$ cat src/rtl/fp16_lane_packer_if.sv
// Handshake bundle between the FP16 converter side, the packer and the
// vector write-back consumer.
interface fp16_lane_packer_if #(
    parameter int LANES = 4
) ();
    logic                      in_valid;
    logic [15:0]               in_data;
    logic                      flush;
    logic                      out_valid;
    logic                      out_ready;
    logic [16*LANES-1:0]       out_data;
    logic [$clog2(LANES):0]    out_lanes;

    modport master (
        output in_valid,
        output in_data,
        output flush,
        output out_ready,
        input  out_valid,
        input  out_data,
        input  out_lanes
    );

    modport slave (
        input  in_valid,
        input  in_data,
        input  flush,
        input  out_ready,
        output out_valid,
        output out_data,
        output out_lanes
    );
endinterface

$ cat src/rtl/fp16_lane_packer.sv
// Packs serial FP16 converter results into LANES-wide words and queues
// them in a small FIFO towards vector register write-back.
module fp16_lane_packer #(
    parameter int LANES = 4,
    parameter int DEPTH = 4
) (
    input  logic                    clk,
    input  logic                    rst,
    fp16_lane_packer_if.slave       bus,
    output logic [15:0]             sat_cnt,
    output logic [15:0]             drop_cnt
);
    localparam int IW = $clog2(LANES);
    localparam int LW = IW + 1;
    localparam int PW = $clog2(DEPTH) + 1;
    localparam int AW = PW - 1;
    localparam int WW = 16 * LANES;
    localparam int EW = LW + WW;

    localparam logic [IW-1:0] IDX_LAST = IW'(LANES - 1);
    localparam logic [LW-1:0] LANES_ALL = LW'(LANES);

    logic [IW-1:0] idx_q, idx_d;
    logic [WW-1:0] asm_q, asm_d;
    logic [EW-1:0] mem_q [DEPTH];
    logic [EW-1:0] mem_d [DEPTH];
    logic [PW-1:0] wptr_q, wptr_d;
    logic [PW-1:0] rptr_q, rptr_d;
    logic          out_valid_q, out_valid_d;
    logic [WW-1:0] out_data_q, out_data_d;
    logic [LW-1:0] out_lanes_q, out_lanes_d;
    logic [15:0]   sat_cnt_q, sat_cnt_d;
    logic [15:0]   drop_cnt_q, drop_cnt_d;

    logic [WW-1:0] merged;
    logic [LW-1:0] push_lanes;
    logic [EW-1:0] head;
    logic          complete;
    logic          push;
    logic          pop;
    logic          full;
    logic          accept;
    logic          drop;

    always_comb begin
        merged = asm_q;
        for (int k = 0; k < LANES; k++) begin
            if (bus.in_valid && idx_q == IW'(k)) begin
                merged[16*k +: 16] = bus.in_data;
            end
        end
    end

    // A flush on an empty assembly only pushes if a sample arrives with it.
    always_comb begin
        complete = bus.in_valid && (idx_q == IDX_LAST);
        push = complete
            || (bus.flush && (idx_q != '0 || bus.in_valid));
        if (complete) begin
            push_lanes = LANES_ALL;
        end else begin
            push_lanes = {1'b0, idx_q}
                + {{IW{1'b0}}, bus.in_valid};
        end
    end

    always_comb begin
        full = (wptr_q[AW] != rptr_q[AW])
            && (wptr_q[AW-1:0] == rptr_q[AW-1:0]);
        pop = out_valid_q && bus.out_ready;
        accept = push && (!full || pop);
        drop = push && full && !pop;
    end

    always_comb begin
        idx_d = idx_q;
        asm_d = merged;
        if (push) begin
            idx_d = '0;
            asm_d = '0;
        end else if (bus.in_valid) begin
            idx_d = idx_q + 1'b1;
        end
    end

    // Output regs load the next-cycle head so they stay registered.
    always_comb begin
        mem_d = mem_q;
        if (accept) begin
            mem_d[wptr_q[AW-1:0]] = {push_lanes, merged};
        end
        wptr_d = wptr_q + PW'(accept);
        rptr_d = rptr_q + PW'(pop);
        head = mem_d[rptr_d[AW-1:0]];
        out_valid_d = (wptr_d != rptr_d);
        out_data_d = '0;
        out_lanes_d = '0;
        if (out_valid_d) begin
            out_data_d = head[WW-1:0];
            out_lanes_d = head[EW-1:WW];
        end
    end

    always_comb begin
        sat_cnt_d = sat_cnt_q;
        drop_cnt_d = drop_cnt_q;
        if (bus.in_valid && bus.in_data == 16'hFFFF
            && sat_cnt_q != 16'hFFFF) begin
            sat_cnt_d = sat_cnt_q + 16'd1;
        end
        if (drop && drop_cnt_q != 16'hFFFF) begin
            drop_cnt_d = drop_cnt_q + 16'd1;
        end
    end

    always_ff @(posedge clk or negedge rst) begin
        if (!rst) begin
            idx_q <= '0;
            asm_q <= '0;
            for (int i = 0; i < DEPTH; i++) begin
                mem_q[i] <= '0;
            end
            wptr_q <= '0;
            rptr_q <= '0;
            out_valid_q <= 1'b0;
            out_data_q <= '0;
            out_lanes_q <= '0;
            sat_cnt_q <= '0;
            drop_cnt_q <= '0;
        end else begin
            idx_q <= idx_d;
            asm_q <= asm_d;
            mem_q <= mem_d;
            wptr_q <= wptr_d;
            rptr_q <= rptr_d;
            out_valid_q <= out_valid_d;
            out_data_q <= out_data_d;
            out_lanes_q <= out_lanes_d;
            sat_cnt_q <= sat_cnt_d;
            drop_cnt_q <= drop_cnt_d;
        end
    end

    assign bus.out_valid = out_valid_q;
    assign bus.out_data = out_data_q;
    assign bus.out_lanes = out_lanes_q;
    assign sat_cnt = sat_cnt_q;
    assign drop_cnt = drop_cnt_q;
endmodule

$ cat src/flat_wrapper.sv
// flat-port wrapper written by rule: the top's interface ports become plain ports
module fp16_lane_packer_flat 
#(
    parameter int LANES = 4,
    parameter int DEPTH = 4
)
  (clk, rst, sat_cnt, drop_cnt, bus_in_valid, bus_in_data, bus_flush, bus_out_ready, bus_out_valid, bus_out_data, bus_out_lanes);
  fp16_lane_packer_if #(.LANES(LANES)) bus_i ();
  input  logic clk;
  input  logic rst;
  output logic [15:0] sat_cnt;
  output logic [15:0] drop_cnt;
  input wire logic [$bits(bus_i.in_valid)-1:0] bus_in_valid;
  input wire logic [$bits(bus_i.in_data)-1:0] bus_in_data;
  input wire logic [$bits(bus_i.flush)-1:0] bus_flush;
  input wire logic [$bits(bus_i.out_ready)-1:0] bus_out_ready;
  output wire logic [$bits(bus_i.out_valid)-1:0] bus_out_valid;
  output wire logic [$bits(bus_i.out_data)-1:0] bus_out_data;
  output wire logic [$bits(bus_i.out_lanes)-1:0] bus_out_lanes;
  assign bus_i.in_valid = bus_in_valid;
  assign bus_i.in_data = bus_in_data;
  assign bus_i.flush = bus_flush;
  assign bus_i.out_ready = bus_out_ready;
  assign bus_out_valid = bus_i.out_valid;
  assign bus_out_data = bus_i.out_data;
  assign bus_out_lanes = bus_i.out_lanes;
  fp16_lane_packer #(.LANES(LANES), .DEPTH(DEPTH)) u_core (.clk(clk), .rst(rst), .bus(bus_i), .sat_cnt(sat_cnt), .drop_cnt(drop_cnt));
endmodule
$ cat config.mk
export PLATFORM = sky130hd
export DESIGN_NAME = fp16_lane_packer_flat
export DESIGN_NICKNAME = d
export VERILOG_FILES = /design/src/rtl/fp16_lane_packer_if.sv /design/src/rtl/fp16_lane_packer.sv /design/src/flat_wrapper.sv
export SDC_FILE = /design/constraint.sdc
export NUM_CORES = 1
export LEC_CHECK = 0
export ABC_AREA = 1
export ABC_CLOCK_PERIOD_IN_PS = 3150
export CAP_MARGIN = 15
export CORE_MARGIN = 3
export CORE_UTILIZATION = 31
export DETAILED_ROUTE_END_ITERATION = 7
export PLACE_DENSITY = 0.58
export SYNTH_ARGS = -nofsm -noshare
export SYNTH_HDL_FRONTEND = slang
export SYNTH_SLANG_ARGS = --single-unit
$ cat constraint.sdc
create_clock -name clk -period 3.15 [get_ports clk]
set_input_delay 0.945 -clock clk [delete_from_list [all_inputs] [get_ports clk]]
set_output_delay 0.945 -clock clk [all_outputs]
set_load 0.005 [all_outputs]
Word level (Yosys, flattened, before mapping)
Cells that the tools add are included.
{"block": "word_totals", "inputBits": 21, "register_bits": 440, "word_cells": 72, "output_inout_bits": 100}
{"block": "op_classes", "mux": 17, "eq_ne": 9, "n_bitwise": 2, "addsub": 6, "reduce_logical": 22, "magnitude_cmp": 3}
{"op": "$bwmux W268", "count": 1}
{"op": "$mux W268", "count": 1}
{"op": "$mux W67", "count": 3}
{"op": "$bmux W67 S2", "count": 1}
{"op": "$demux W67 S2", "count": 1}
{"op": "$mux W64", "count": 2}
{"op": "$mux W16", "count": 4}
{"op": "$add A16 B1 Y16 const B", "count": 2}
{"op": "$ne A16 B16 Y1 const B", "count": 2}
{"op": "$eq A16 B16 Y1 const B", "count": 1}
{"op": "$logic_and A1 B1 Y1", "count": 14}
{"op": "$add A3 B1 Y3", "count": 2}
{"op": "$ge A3 B3 Y1 const B", "count": 2}
{"op": "$mux W3", "count": 2}
{"op": "$not A2 Y3", "count": 2}
{"op": "$eq A2 B2 Y1 const B", "count": 2}
{"op": "$mux W2", "count": 2}
{"op": "$reduce_bool A2 Y1", "count": 2}
{"op": "$add A2 B1 Y3", "count": 1}
{"op": "$logic_or A1 B1 Y1", "count": 3}
{"op": "$lt A3 B1 Y1 const B", "count": 1}
{"op": "$ne A3 B3 Y1", "count": 1}
{"op": "$add A2 B1 Y2 const B", "count": 1}
{"op": "$eq A2 B1 Y1 const B", "count": 1}
{"op": "4 further kinds", "count": 5}

Longest topological paths before layout
Gate-level depths: netlist of run 1.
{"block": "depth", "word_depth": 11, "mapped_depth": 18, "ltp_nobuf": 14}

Worst setup path before layout of run 1
No wires, ideal clock.
{"block": "synth_path", "kind": "in2reg", "start": "input port bus_in_valid", "end": "register u_core.out_data_q[36], in the netlist u_core.bus.out_data[36]", "t_arrival_ps": 3137, "required_ps": 3079, "setup_time_ps": 71, "stages": 15, "path_buffers": 4, "slack_ps": -59, "path_cell_list": "buf_2 > nand2_1 > nand2_1 > nand2_2 > inv_2 > clkbuf_1 > ha_1 > ha_1 > xor2_1 > xnor2_1 > nand3_1 > buf_2 > buf_1 > nand2_1 > nor2_1"}
{"block": "synth_via", "elab_cells_between_ends": 15, "cone_classes": "add/sub: 1; eq/ne: 1; mux: 7; reduce/logical: 6"}
{"element": "start, declared", "line_no": "flat_wrapper.sv:13", "rtl": "input wire logic [$bits(bus_i.in_valid)-1:0] bus_in_valid;"}
{"element": "$logic_or A1 B1 Y1", "line_no": "fp16_lane_packer.sv:58", "rtl": "|| (bus.flush && (idx_q != '0 || bus.in_valid));"}
{"element": "$logic_and A1 B1 Y1", "line_no": "fp16_lane_packer.sv:58"}
{"element": "$logic_or A1 B1 Y1 *", "line_no": "fp16_lane_packer.sv:58"}
{"element": "$logic_and A1 B1 Y1 *", "line_no": "fp16_lane_packer.sv:71", "rtl": "accept = push && (!full || pop);"}
{"element": "$add A3 B1 Y3 *", "line_no": "fp16_lane_packer.sv:92", "rtl": "wptr_d = wptr_q + PW'(accept);"}
{"element": "net u_core.wptr_d[2]", "line_no": "fp16_lane_packer.sv:27", "rtl": "logic [PW-1:0] wptr_q, wptr_d;"}
{"element": "$ne A3 B3 Y1 *", "line_no": "fp16_lane_packer.sv:95", "rtl": "out_valid_d = (wptr_d != rptr_d);"}
{"element": "$mux W64 *", "line_no": "fp16_lane_packer.sv:98", "rtl": "if (out_valid_d) begin"}
{"element": "net u_core.out_data_d[36]", "line_no": "fp16_lane_packer.sv:30", "rtl": "logic [WW-1:0] out_data_q, out_data_d;"}
{"element": "end signal, assigned", "line_no": "fp16_lane_packer.sv:137", "rtl": "out_data_q <= out_data_d;"}
{"element": "end, declared", "line_no": "fp16_lane_packer.sv:30"}
The timed path passes the listed nets; every way through them passes the cells marked *. The select of a mux whose other input is x is not followed.
A chain may end at the register's enable or synchronous reset.

Final worst setup path of run 1
{"block": "layout_path", "start": "input port bus_out_ready", "end": "register u_core.drop_cnt_q[11], in the netlist u_core.drop_cnt[11]"}
{"block": "layout_via", "elab_chain_len": 4}
{"element": "start, declared", "line_no": "flat_wrapper.sv:16", "rtl": "input wire logic [$bits(bus_i.out_ready)-1:0] bus_out_ready;"}
{"element": "$logic_and A1 B1 Y1", "line_no": "fp16_lane_packer.sv:70", "rtl": "pop = out_valid_q && bus.out_ready;"}
{"element": "$logic_not A1 Y1", "line_no": "fp16_lane_packer.sv:72", "rtl": "drop = push && full && !pop;"}
{"element": "$logic_and A1 B1 Y1", "line_no": "fp16_lane_packer.sv:72"}
{"element": "$logic_and A1 B1 Y1", "line_no": "fp16_lane_packer.sv:111", "rtl": "if (drop && drop_cnt_q != 16'hFFFF) begin"}
{"element": "end signal, assigned", "line_no": "fp16_lane_packer.sv:140", "rtl": "drop_cnt_q <= drop_cnt_d;"}
{"element": "end, declared", "line_no": "fp16_lane_packer.sv:33", "rtl": "logic [15:0] drop_cnt_q, drop_cnt_d;"}
Every way passes these cells.

==> impl.org, run 1 <==
** Finish
- In the final layout, the multi-input gates occupy 11600 sq um.
- Number of non-filler instances in the completed layout :: 5012
- Of the cells placed in the final design, the portion with a size suffix greater than 1 is 0.0744.
- 0 antenna diodes ended up in the layout.
- The filler cells instantiated in the layout total 8432.
- The final layout contains 3948 nets.
- Syn-to-layout area delta :: 21.2%
- In the final layout, flip-flops and latches occupy 11000 sq um.

** STA
- Unrepaired setup endpoints after global routing :: false
- Static timing analysis puts the maximum clock frequency at 359 MHz.
- Hold is met by 322 ps.
- Final setup violation count :: 0
- Number of max-slew violations in the final report :: 0
- The number of endpoints with negative hold slack in the final report was 0.
- Final clock period utilization by the worst path :: 0.884
- Largest clock skew in the final design :: 28.5 ps
- Headroom to the max-slew limit :: 0.229
- For the pin with the worst max-slew slack, the measured transition is 1160 ps.
- The routed design could run at a clock period as short as 2790 ps.

** Power
- The worst-case IR drop observed on VDD is 1060 uV.
- Power per unit of standard cell area :: 1220 nW/um^2
- Summed over all cells, the static leakage comes to 17.0 nW.
- The design draws 37.5 mW.

** Logic synthesis
- Area contributors post-synth :: sky130_fd_sc_hd__dfrtp_1, sky130_fd_sc_hd__nand2_1, sky130_fd_sc_hd__nand3_1
- sky130_fd_sc_hd__dfrtp_1 takes more of the synthesized area than any other cell.
- In the post-synthesis netlist, the cell with the most instances is sky130_fd_sc_hd__nand2_1.
- The synthesized design contains 0 enable-type register cells.
- Synthesis handed over a netlist of 3766 instances.
- Cell area after technology mapping :: 25300 sq um
- Of all flip-flops after synthesis, the portion carrying an async set or reset was 1.00.
- Netlist cell types :: 23
- Post-synthesis sequential element count :: 440
- Mapped Nets :: 3799
- Of the synthesized area, sequential elements account for 0.435.
- Each instance of the synthesized netlist takes up on average 6.72 sq um.
- Yosys warns :: 0
- Area share of the leading cell type in the synthesized netlist :: 0.435
- For this run, the leading register cell type out of synthesis is sky130_fd_sc_hd__dfrtp_1.
- By count the netlist is led by sky130_fd_sc_hd__nand2_1, sky130_fd_sc_hd__nand3_1, sky130_fd_sc_hd__inv_1, sky130_fd_sc_hd__dfrtp_1, sky130_fd_sc_hd__nor2_1.

** Worst setup path
- Longest individual stage delay on the worst path :: 400 ps
- The number of cells on the worst reg-to-reg path is 16.
- In this run the worst path has a maximum fanout of 159.
- The critical path starts at bus_out_ready.
- Critical register-to-register path startpoint :: u_core.idx_q[1]
- Cell chain of the critical path :: clkdlybuf4s50_1 > nand2_1 > nand2_1 > nor2_1 > nand2_4 > buf_4 > buf_12 > nor2_1 > nand2_1 > buf_4 > nor2_1 > nand2_1 > xnor2_1
- The critical path is of the primary input to register type.
- FF-to-FF setup slack :: 390 ps
- In this run the critical register-to-register path is captured at u_core.bus.out_data[24].
- Data on the critical path is required at its endpoint by 3640 ps.
- Kind of start point of the critical path :: primary input
- Slowest cell on the critical path :: sky130_fd_sc_hd__clkdlybuf4s50_1
- Arr. time, crit path :: 3270 ps
- Kind of capture point of the worst setup path :: register
- By instance count, the cell type seen most on the critical path is sky130_fd_sc_hd__nand2_1.

** Detailed routing
- In the routed layout, each cell is associated on average with a via count of 4.85.
- Antenna viol nets, final :: 0
- Routed length per placed instance :: 17.0 microns
- Across all layers, the routed design uses 24300 vias.
- 1st-pass router iterations :: 7
- Summed over all layers, the routed wires come to 85.4 mm.
- For this run, design rule violations remaining after detail routing come to 0.
- Drt first-iter violations :: 2220

** Floorplan
- The die is 292 microns wide.
- Die boundary height :: 292 microns
- For this configuration, the core starts out at a cell density of 0.314.
- For this design the top-level I/O count stands at 121.
- The die covers 85100 sq um.
- Core footprint :: 80700 sq um
- Std cell rows :: 104

** GRT
- The first global-routing pass estimated 134 mm of wire.
- For this run the aggregate overflow at the end of global routing stands at 0.
- For this run, the total global-route usage over all layers was measured as 0.199.
- The number of antenna violations at the first check in global routing was 1.
- Entering global routing, the biggest net connects 160 pins.
- The number of global-route vias before repair was 23200.

** CTS
- TritonCTS built the clock tree.
- Total CTS buffers :: 49
- After clock tree synthesis, the clock-pin slew on the worst setup and hold paths is 60 ps.
- TritonCTS Sinks :: 440
- H-tree depth :: 2
- Post CTS Setup Buffer Count :: 0
- Buffer depth of the longest clock path :: 3
- After clock tree synthesis, the repair step resized 0 gates.
- After clock tree synthesis, the flow added hold-fix buffers numbering 0.
- Insertion delay to the later sink of the worst-skew pair :: 610 ps
- Clock root buffer :: sky130_fd_sc_hd__clkbuf_16

** Flow run
- The tool flagged a number of max-cap violations equal to 0.

** Placed design
- Number of cells in the design after placement :: 4924
- Routability congestion estimate :: 0.802
- Port Buffer Count :: 120
- Post-detailed-placement half-perimeter wirelength :: 50.1 mm

** Status
- Outcome :: complete, no violations

** Min path
- Class of the worst hold path :: primary input to asynchronous set/reset pin
[where the power goes]
group	switching (mW)	total, mW	internal (mW)
Combinational	13.9	22.4	8.57
Sequential	0.865	8.98	8.12
Clock	2.46	6.05	3.59
[cell usage in the layout, fill, tap and decap left out, drive strengths merged]
cell type / n
nand2: 1332
nand3: 739
inv: 511
dfrtp: 440
nor2: 224
buf: 196
and2: 134
clkdlybuf4s50: 118
o21ai: 91
clkbuf: 77
xor2: 22
nor3: 19
xnor2: 12
ha: 12
nand4: 10
clkinv: 9
bufinv: 3
nor3b: 1
nand3b: 1
a31oi: 1
[area by class of cell]
class / instances / area share
multi-input combinational: 2598 / 0.377
inverter: 512 / 0.0629
sequential: 440 / 0.359
tap: 1060 / 0.0433
clock buffer: 77 / 0.0503
timing repair buffer: 314 / 0.103
clock inverter: 11 / 0.00461
[critical path: cells and delay by family]
family / cells / cell delay [ps]
and+or+nand+nor: 8 / 1080
xor gates and xnor gates: 1 / 130
buffers and inverters: 4 / 1000
[worst max path at each step]
stage                               to  slack (ps)  cells past startpoint
2_1_floorplan  u_core.bus.out_data[38]           8                     15
3_3_place_gp   u_core.bus.out_data[35]        -230                     16
3_5_place_dp   u_core.bus.out_data[16]        -260                     16
4_1_cts        u_core.bus.out_data[24]         390                     16
5_1_grt        u_core.bus.out_data[41]         180                     13
6_report           u_core.drop_cnt[11]         360                     13
[metrics by stage]
stage | cell area, sq um | setup slack, ps | setup TNS (ps) | utilization
2_1_floorplan | 25300 | 7.82 | 0 | -
3_3_place_gp | 29000 | -232 | -15860 | 0.359
3_5_place_dp | 29000 | -265 | -18240 | 0.359
4_1_cts | 30700 | 385 | 0 | 0.380
5_1_grt | 30700 | 177 | 0 | 0.380
6_report | 30700 | 365 | 0 | 0.380
[metal layers]
metal	vias to the layer above	global-route usage	part of all wire
li1	11900	-	-
met1	11500	0.281	0.46
met2	767	0.322	0.45
met3	120	0.0265	0.066
met4	0	0.0504	0.021
met5	-	0	0
[sequential cells by signal, summed over array words and instances, names as in the netlist]
name and flops:
u_core.drop_cnt 16, u_core.bus.out_lanes 3, u_core.sat_cnt 16, u_core.mem_q 268
u_core.bus.out_valid 1, u_core.rptr_q 3, u_core.asm_q 64, u_core.wptr_q 3
u_core.bus.out_data 64, u_core.idx_q 2
[logic make-up (layout without fill, tap and decap cells)]
group,Yosys count,count (layout),share of synthesized area
simple gates,2460,2460,0.417
buf+inv,728,914,0.112
flops,440,440,0.435
compound gates,92,92,0.0182
xor+xnor,34,34,0.0118
fa+ha+maj,12,12,0.00593
No activity file was read; power rests on OpenSTA's default activity.
==> inputs of run 2 (changes only) <==
MAX_ROUTING_LAYER = met4   (was default)
==> run 2 against run 1 <==
Net effect: non-clock buffer count unchanged; cell count unchanged; core utilization unchanged; clock skew decreased by 1.8 ps; fmax about the same; sequential share of layout area unchanged; combinational power about the same; critical endpoint is now u_core.bus.out_data[30]; largest power group unchanged.
==> impl.org, run 2 (synthesis gave the netlist of run 1 again) <==
** STA
- The final cycle utilization of the critical path came to 0.885 (was 0.884).
- Unrepaired setup endpoints after global routing: false (unchanged).
- The number of endpoints with negative hold slack in the final report was 0 (unchanged).
- The clock period minus worst slack was 2790 ps (about the same).
- The maximum clock frequency was 359 MHz (about the same).
- Slack of the critical path :: 362 ps (was 365 ps)
- The total setup violations reported at the end of the flow came to 0 (unchanged).
- Setup TNS after final layout :: 0 ps (unchanged)
- Headroom to the max-slew limit :: 0.230 (was 0.229)
- The max-slew violation count came to 0 (unchanged).
- The slew at the pin closest to its max-slew limit was 1160 ps (about the same).
- The worst hold slack is 321 ps (was 322 ps).
- The final setup skew was 26.8 ps (was 28.5 ps).

** Detailed routing
- The vias per cell was 4.86 (was 4.85).
- 1st-pass router iterations :: 6 (was 7)
- Total via count in the routed design :: 24400 (was 24300)
- Routed length per placed instance :: 17.1 microns (was 17.0 microns)
- DRC errors left :: 0 (unchanged)
- The count of nets left with antenna violations after detail routing came to 0 (unchanged).
- The final routed wirelength across all metal layers was 85.6 mm (was 85.4 mm).
- The violation count after the first detailed-routing iteration is 2145 (was 2220).

** Floorplan
- The overall die area was 85100 sq um (unchanged).
- The vertical die dimension is 292 microns (unchanged).
- The standard cell core area came to 80700 sq um (unchanged).
- The number of top-level design ports was 121 (unchanged).
- Starting density of the core :: 0.314 (unchanged)
- Std cell rows :: 104 (unchanged)
- The width of the chip was 292 microns (unchanged).

** Placed design
- Port Buffer Count :: 120 (unchanged)
- The final HPWL from detailed placement was 50.1 mm (unchanged).
- Worst slack, placed :: -265 ps (unchanged)
- The final estimated routing congestion in global placement was 0.814 (was 0.802).
- Number of cells in the design after placement :: 4924 (unchanged)

** Finish
- Commonest cells after routing, fill and taps aside: sky130_fd_sc_hd__nand2_1, sky130_fd_sc_hd__nand3_1, sky130_fd_sc_hd__inv_1, sky130_fd_sc_hd__dfrtp_1, sky130_fd_sc_hd__nor2_1 (unchanged).
- Antenna diode instance count :: 0 (unchanged)
- Sequential cell area :: 11000 sq um (unchanged)
- The synthesis-to-layout area growth was 21.2% (unchanged).
- The number of standard cells in the layout, taps in and fillers out is 5012 (unchanged).
- Most common cell after layout, fill and taps aside :: sky130_fd_sc_hd__nand2_1 (unchanged)
- Share of final-layout standard cells stronger than drive strength 1 :: 0.0744 (unchanged)
- Filler cell count :: 8432 (unchanged)
- Area of combinational cells with multiple inputs :: 11600 sq um (unchanged)
- Largest register by flop count :: u_core.mem_q (unchanged)
- The flip-flop count of the largest register after layout was 268 (unchanged).
- NumNets Final :: 3948 (unchanged)

** Power
- The power per unit of standard cell area came to 1220 nW/um^2 (about the same).
- The worst supply voltage drop on vdd is 1070 uV (was 1060 uV).
- The switching power total came to 17.2 mW (about the same).
- The switching share of total power is 0.459 (about the same).
- Clock power share :: 0.161 (was 0.162)
- Relative contribution of sequential cells to total power :: 0.240 (about the same)
- P_int :: 20.3 mW (about the same)
- Leakage dissipation :: 17.0 nW (unchanged)
- The combinational power share came to 0.599 (about the same).

** Worst setup path
- Kind of capture point of the worst setup path :: register (unchanged)
- CP Data Required Time :: 3640 ps (about the same)
- The delay of the slowest cell on the worst path was 400 ps (about the same).
- Kind of critical path :: primary input to register (unchanged)
- Slowest cell on the critical path :: sky130_fd_sc_hd__clkdlybuf4s50_1 (unchanged)
- The cell seen most often among critical-path stages is sky130_fd_sc_hd__nand2_1 (unchanged).
- The highest fanout seen on the critical path was 13 (was 159).
- Cell chain of the critical path: clkdlybuf4s50_1 > nand2_1 > nand2_1 > nor2_1 > nand2_4 > nand2_8 > inv_2 > ha_1 > ha_1 > xor2_1 > xnor2_1 > nand3_4 > buf_12 > buf_12 > nand2_1 > nor2_1 (was clkdlybuf4s50_1 > nand2_1 > nand2_1 > nor2_1 > nand2_4 > buf_4 > buf_12 > nor2_1 > nand2_1 > buf_4 > nor2_1 > nand2_1 > xnor2_1).
- The arrival time reported for the critical path endpoint came to 3280 ps (was 3270 ps).
- The startpoint class of the critical path is a primary input (unchanged).
- Largest delay contributor family on the critical path :: buffers and inverters (was simple AND/OR/NAND/NOR gates)
- The number of buffer and inverter instances along the worst setup path was 4 (unchanged).

** CTS
- The number of buffers created by CTS is 49 (unchanged).
- The CTS tree was built (unchanged).
- The clock latency reported for the late side of the worst-skew pair came to 600 ps (was 610 ps).
- The number of post-CTS setup repair buffers was 0 (unchanged).
- The buffer cell driving the clock tree root is sky130_fd_sc_hd__clkbuf_16 (unchanged).
- The clock sink total was 440 (unchanged).
- The total of cells resized after clock tree synthesis came to 0 (unchanged).
- Clock transition at the registers of the reported paths :: 60 ps (about the same)
- H-tree depth :: 2 (unchanged)
- Buffer depth of the longest clock path :: 3 (unchanged)
- The number of buffers inserted for hold repair after clock tree synthesis is 0 (unchanged).

** GRT
- Number of global-route vias before repair :: 23200 (about the same)
- The number of antenna violations at the first check in global routing came to 0 (was 1).
- GRT Util Overall :: 0.205 (was 0.199)
- The remaining global-route overflow was 0 (unchanged).
- The first-pass GRT wire length came to 134 mm (about the same).
- The pin count of the biggest net entering global routing is 160 (unchanged).

** Status
- Outcome: complete, no violations (unchanged).

** Flow run
- The number of max-cap violations was 0 (unchanged).

** Min path
- Class of the worst hold path :: primary input to asynchronous set/reset pin (unchanged)
## run 2: cell counts in the layout (fill, tap and decap cells not counted)
Identical to the previous run, type by type.
## run 2: final cells by class
cell class | instances | area share
repair buffers | 314 | 0.103
multi-input cells | 2598 | 0.377
clock inverters | 11 | 0.00461
clock buffers | 77 | 0.0503
well taps | 1060 | 0.0433
inverters | 512 | 0.0629
flip-flops and latches | 440 | 0.359
## run 2: power groups by stage
stage	sequential, mW	clock [mW]	combinational, mW
4_1_cts	9.02	6.20	22.4
3_5_place_dp	9.09	0	22.3
3_3_place_gp	9.08	0	22.1
6_report	8.99	6.05	22.5
2_1_floorplan	8.77	0	14.2
5_1_grt	9.20	6.42	25.2
## run 2: per-stage QoR
step	cell area, sq um	total power [mW]	util
floorplan	25300	23.0	-
global placement	29000	31.2	0.359
detailed placement	29000	31.4	0.359
CTS	30700	37.6	0.380
global route	30700	40.9	0.380
finish	30700	37.5	0.380
## run 2: routing by layer
| layer | global-route usage | routed length, microns | vias up | part of all wire |
|---|---|---|---|---|
| met5 | - | 0 | - | 0 |
| met4 | 0.0495 | 1960 | 0 | 0.023 |
| met3 | 0.0253 | 5500 | 138 | 0.064 |
| met2 | 0.323 | 38500 | 800 | 0.45 |
| met1 | 0.281 | 39600 | 11500 | 0.46 |
| li1 | - | - | 11900 | - |
## run 2: path summary, 6_finish.rpt
kind,slack (ps),to,depth (start not counted),startpoint
worst max register to register,380,u_core.bus.out_data[30],16,u_core.idx_q[1]
worst min register to register,520,u_core.drop_cnt[9],1,u_core.drop_cnt[9]
min in group clk,520,u_core.drop_cnt[9],1,u_core.drop_cnt[9]
max in group asynchronous,2040,u_core.mem_q[93],2,rst
worst max-delay path,360,u_core.bus.out_data[30],16,bus_out_ready
worst min-delay path,320,u_core.mem_q[77],1,rst
==> inputs of run 3 (changes only) <==
ABC_CLOCK_PERIOD_IN_PS = 2800   (was 3150)
clock period = 2.8 ns   (was 3.15 ns; I/O delays follow)
==> run 3 against run 2 <==
Net effect: first-iteration DRC count is 4.4% lower; cell count rose by 1.8%; non-clock buffer count grew 87; clock skew is 10 ps lower; register-to-register slack worse by 160 ps; flip-flop and latch count stayed put; via count is 0.39% higher; critical path type unchanged; largest cell class unchanged; highest routed layer unchanged.
==> impl.org, run 3 (synthesis gave the netlist of run 1 again) <==
** Detailed routing
- Total routed wirelength :: 86.2 mm (was 85.6 mm)
- The violation count after the first detailed-routing iteration came to 2050 (was 2145).
- Antenna viol nets, final :: 0 (unchanged)
- Total via count in the routed design :: 24500 (was 24400)
- Via/cell ratio :: 4.79 (was 4.86)
- Routed length per placed instance :: 16.9 microns (was 17.1 microns)
- DRC errors left :: 0 (unchanged)
- 1st-pass router iterations :: 6 (unchanged)

** Flow run
- The number of max-cap violations is 0 (unchanged).

** Finish
- The commonest non-fill, non-tap cell in the layout was sky130_fd_sc_hd__nand2_1 (unchanged).
- The synthesis-to-layout area growth is 24.9% (was 21.2%).
- Post-route standard cell area excluding fillers :: 31600 sq um (was 30700 sq um)
- Filler cell count :: 8360 (was 8432)
- The number of standard cells in the layout, taps in and fillers out came to 5104 (was 5012).
- The register area is 11000 sq um (unchanged).
- Share of final-layout standard cells stronger than drive strength 1 :: 0.0959 (was 0.0744)
- The flip-flop count of the largest register after layout was 268 (unchanged).
- The number of nets at the end of the flow is 4036 (was 3948).
- The total area of multi-input combinational cells was 11600 sq um (about the same).
- Commonest cells after routing, fill and taps aside :: sky130_fd_sc_hd__nand2_1, sky130_fd_sc_hd__nand3_1, sky130_fd_sc_hd__inv_1, sky130_fd_sc_hd__dfrtp_1, sky130_fd_sc_hd__buf_4 (was sky130_fd_sc_hd__nand2_1, sky130_fd_sc_hd__nand3_1, sky130_fd_sc_hd__inv_1, sky130_fd_sc_hd__dfrtp_1, sky130_fd_sc_hd__nor2_1)
- Antenna diode instance count :: 0 (unchanged)
- Largest register by flop count :: u_core.mem_q (unchanged)

** Power
- The static power due to leakage came to 17.5 nW (was 17.0 nW).
- The total power came to 43.1 mW (was 37.5 mW).
- Power per unit of standard cell area :: 1360 nW/um^2 (was 1220 nW/um^2)
- IR drop worst, VDD :: 1110 uV (was 1070 uV)

** STA
- WHS :: 146 ps (was 321 ps)
- The final setup skew was 16.3 ps (was 26.8 ps).
- Unrepaired setup endpoints after global routing :: false (unchanged)
- The final total negative setup slack is 0 ps (unchanged).
- The max-slew headroom at the worst pin was 0.433 (was 0.230).
- Static timing analysis puts the maximum clock frequency at 378 MHz.
- In the finished design, the share of the clock period the worst path needs comes to 0.944.
- Final setup violation count :: 0 (unchanged)
- The max-slew violation count was 0 (unchanged).
- For the finished layout, the period the worst path requires is 2640 ps.
- Measured slew at the worst slew-check pin :: 851 ps (was 1160 ps)
- Number of hold violations in the final report :: 0 (unchanged)

** Min path
- Class of the worst hold path :: primary input to asynchronous set/reset pin (unchanged)

** Worst setup path
- Reg-to-reg critical path endpoint :: u_core.bus.out_data[38] (was u_core.bus.out_data[30])
- The data required time of the worst path was 3290 ps (was 3640 ps).
- The category of the most critical setup path was primary input to register (unchanged).
- The startpoint of the most critical register-to-register path is u_core.idx_q[0] (was u_core.idx_q[1]).
- The startpoint class of the critical path was a primary input (unchanged).
- Kind of capture point of the worst setup path :: register (unchanged)
- Arr. time, crit path :: 3140 ps (was 3280 ps)
- The worst-case reg-to-reg path depth was 15 (was 16).
- FF-to-FF setup slack :: 220 ps (was 380 ps)
- The highest fanout seen on the critical path came to 10 (was 13).

** Floorplan
- The width of the chip was 292 microns (unchanged).
- The row count came to 104 (unchanged).
- The effective utilization at floorplan is 0.314 (unchanged).
- Die boundary height :: 292 microns (unchanged)
- The overall die area is 85100 sq um (unchanged).
- I/O pin total :: 121 (unchanged)
- Core footprint :: 80700 sq um (unchanged)

** CTS
- The CTS tree is built (unchanged).
- # hold bufs at CTS :: 0 (unchanged)
- The total of cells resized after clock tree synthesis is 0 (unchanged).
- Post CTS Setup Buffer Count :: 0 (unchanged)
- The clock sink total was 440 (unchanged).
- The count of H-tree levels built during CTS is 2 (unchanged).
- Clock transition at the registers of the reported paths :: 60 ps (about the same)
- Buffer depth of the longest clock path :: 3 (unchanged)
- Insertion delay to the later sink of the worst-skew pair :: 600 ps (about the same)
- The number of buffers created by CTS was 50 (was 49).
- The buffer cell driving the clock tree root was sky130_fd_sc_hd__clkbuf_16 (unchanged).

** Placed design
- Dpl cell area :: 29900 sq um (was 29000 sq um)
- Post-detailed-placement half-perimeter wirelength :: 52.5 mm (was 50.1 mm)
- The quantity of I/O buffers inserted on ports was 120 (unchanged).
- The number of cells in the design after placement is 5011 (was 4924).
- The final estimated routing congestion in global placement is 0.836 (was 0.814).

** GRT
- The first-pass GRT wire length came to 136 mm (was 134 mm).
- Antenna violations before repair :: 0 (unchanged)
- The remaining global-route overflow was 0 (unchanged).
- Number of global-route vias before repair :: 23500 (was 23200)
- Pin count of the biggest net entering global routing :: 159 (was 160)
- The total global routing track utilization came to 0.208 (was 0.205).

** Status
- Outcome :: complete, no violations (unchanged)
run 3: cell types whose count changed in the layout (fill, tap and decap cells not counted), sizes merged:
cell,previous run,this run
buf,196,283
bufinv,3,5
clkbuf,77,73
clkinv,9,13
clkinvlp,0,2
inv,511,512
run 3: layout make-up:
type,count,share of cell area
Timing Repair Buffer,401,0.127
Clock buffer,73,0.0468
Inverter,512,0.0610
Clock inverter,20,0.00741
Sequential cell,440,0.349
Multi-Input combinational cell,2598,0.367
Tap cell,1060,0.0420
run 3: report_power, final:
| group | switching [mW] | internal, mW |
|---|---|---|
| logic | 15.8 | 10.3 |
| clock network | 2.83 | 4.12 |
| registers | 0.954 | 9.13 |
| total | 19.6 | 23.5 |
run 3: critical path: stages:
cell	delay (ps)
sky130_fd_sc_hd__clkdlybuf4s50_1	410
sky130_fd_sc_hd__nand2_1	100
sky130_fd_sc_hd__nand2_1	60
sky130_fd_sc_hd__nor2_1	80
sky130_fd_sc_hd__buf_4	140
sky130_fd_sc_hd__nand2_8	60
sky130_fd_sc_hd__nand2_8	80
sky130_fd_sc_hd__inv_2	30
sky130_fd_sc_hd__ha_1	170
sky130_fd_sc_hd__ha_1	300
sky130_fd_sc_hd__xnor2_1	250
sky130_fd_sc_hd__nand3_4	160
sky130_fd_sc_hd__buf_12	190
sky130_fd_sc_hd__buf_12	150
sky130_fd_sc_hd__nand2_1	70
sky130_fd_sc_hd__nor2_1	40
run 3: routing by layer:
metal / routed length, microns / track usage / vias to the layer above
li1: - / - / 12100
met1: 39500 / 0.282 / 11500
met2: 39000 / 0.327 / 734
met3: 5680 / 0.0313 / 140
met4: 1910 / 0.0522 / 0
met5: 0 / - / -
run 3: per-stage QoR:
stage,setup slack [ps],util
floorplan,6.12,-
global placement,-573,0.370
detailed placement,-594,0.370
CTS,52.1,0.391
global route,10.0,0.392
finish,158,0.392
run 3: how the worst max path moves through the flow:
stage / slack, ps / end / from / cells after the start
after global routing: 10 / u_core.bus.out_data[34] / bus_out_ready / 17
final: 160 / u_core.bus.out_data[38] / bus_out_ready / 16
after CTS: 50 / u_core.bus.out_data[40] / bus_flush / 14
after global placement: -570 / u_core.bus.out_data[44] / bus_flush / 14
after floorplan: 6 / u_core.bus.out_data[38] / bus_in_valid / 15
after detailed placement: -590 / u_core.bus.out_data[38] / bus_flush / 14
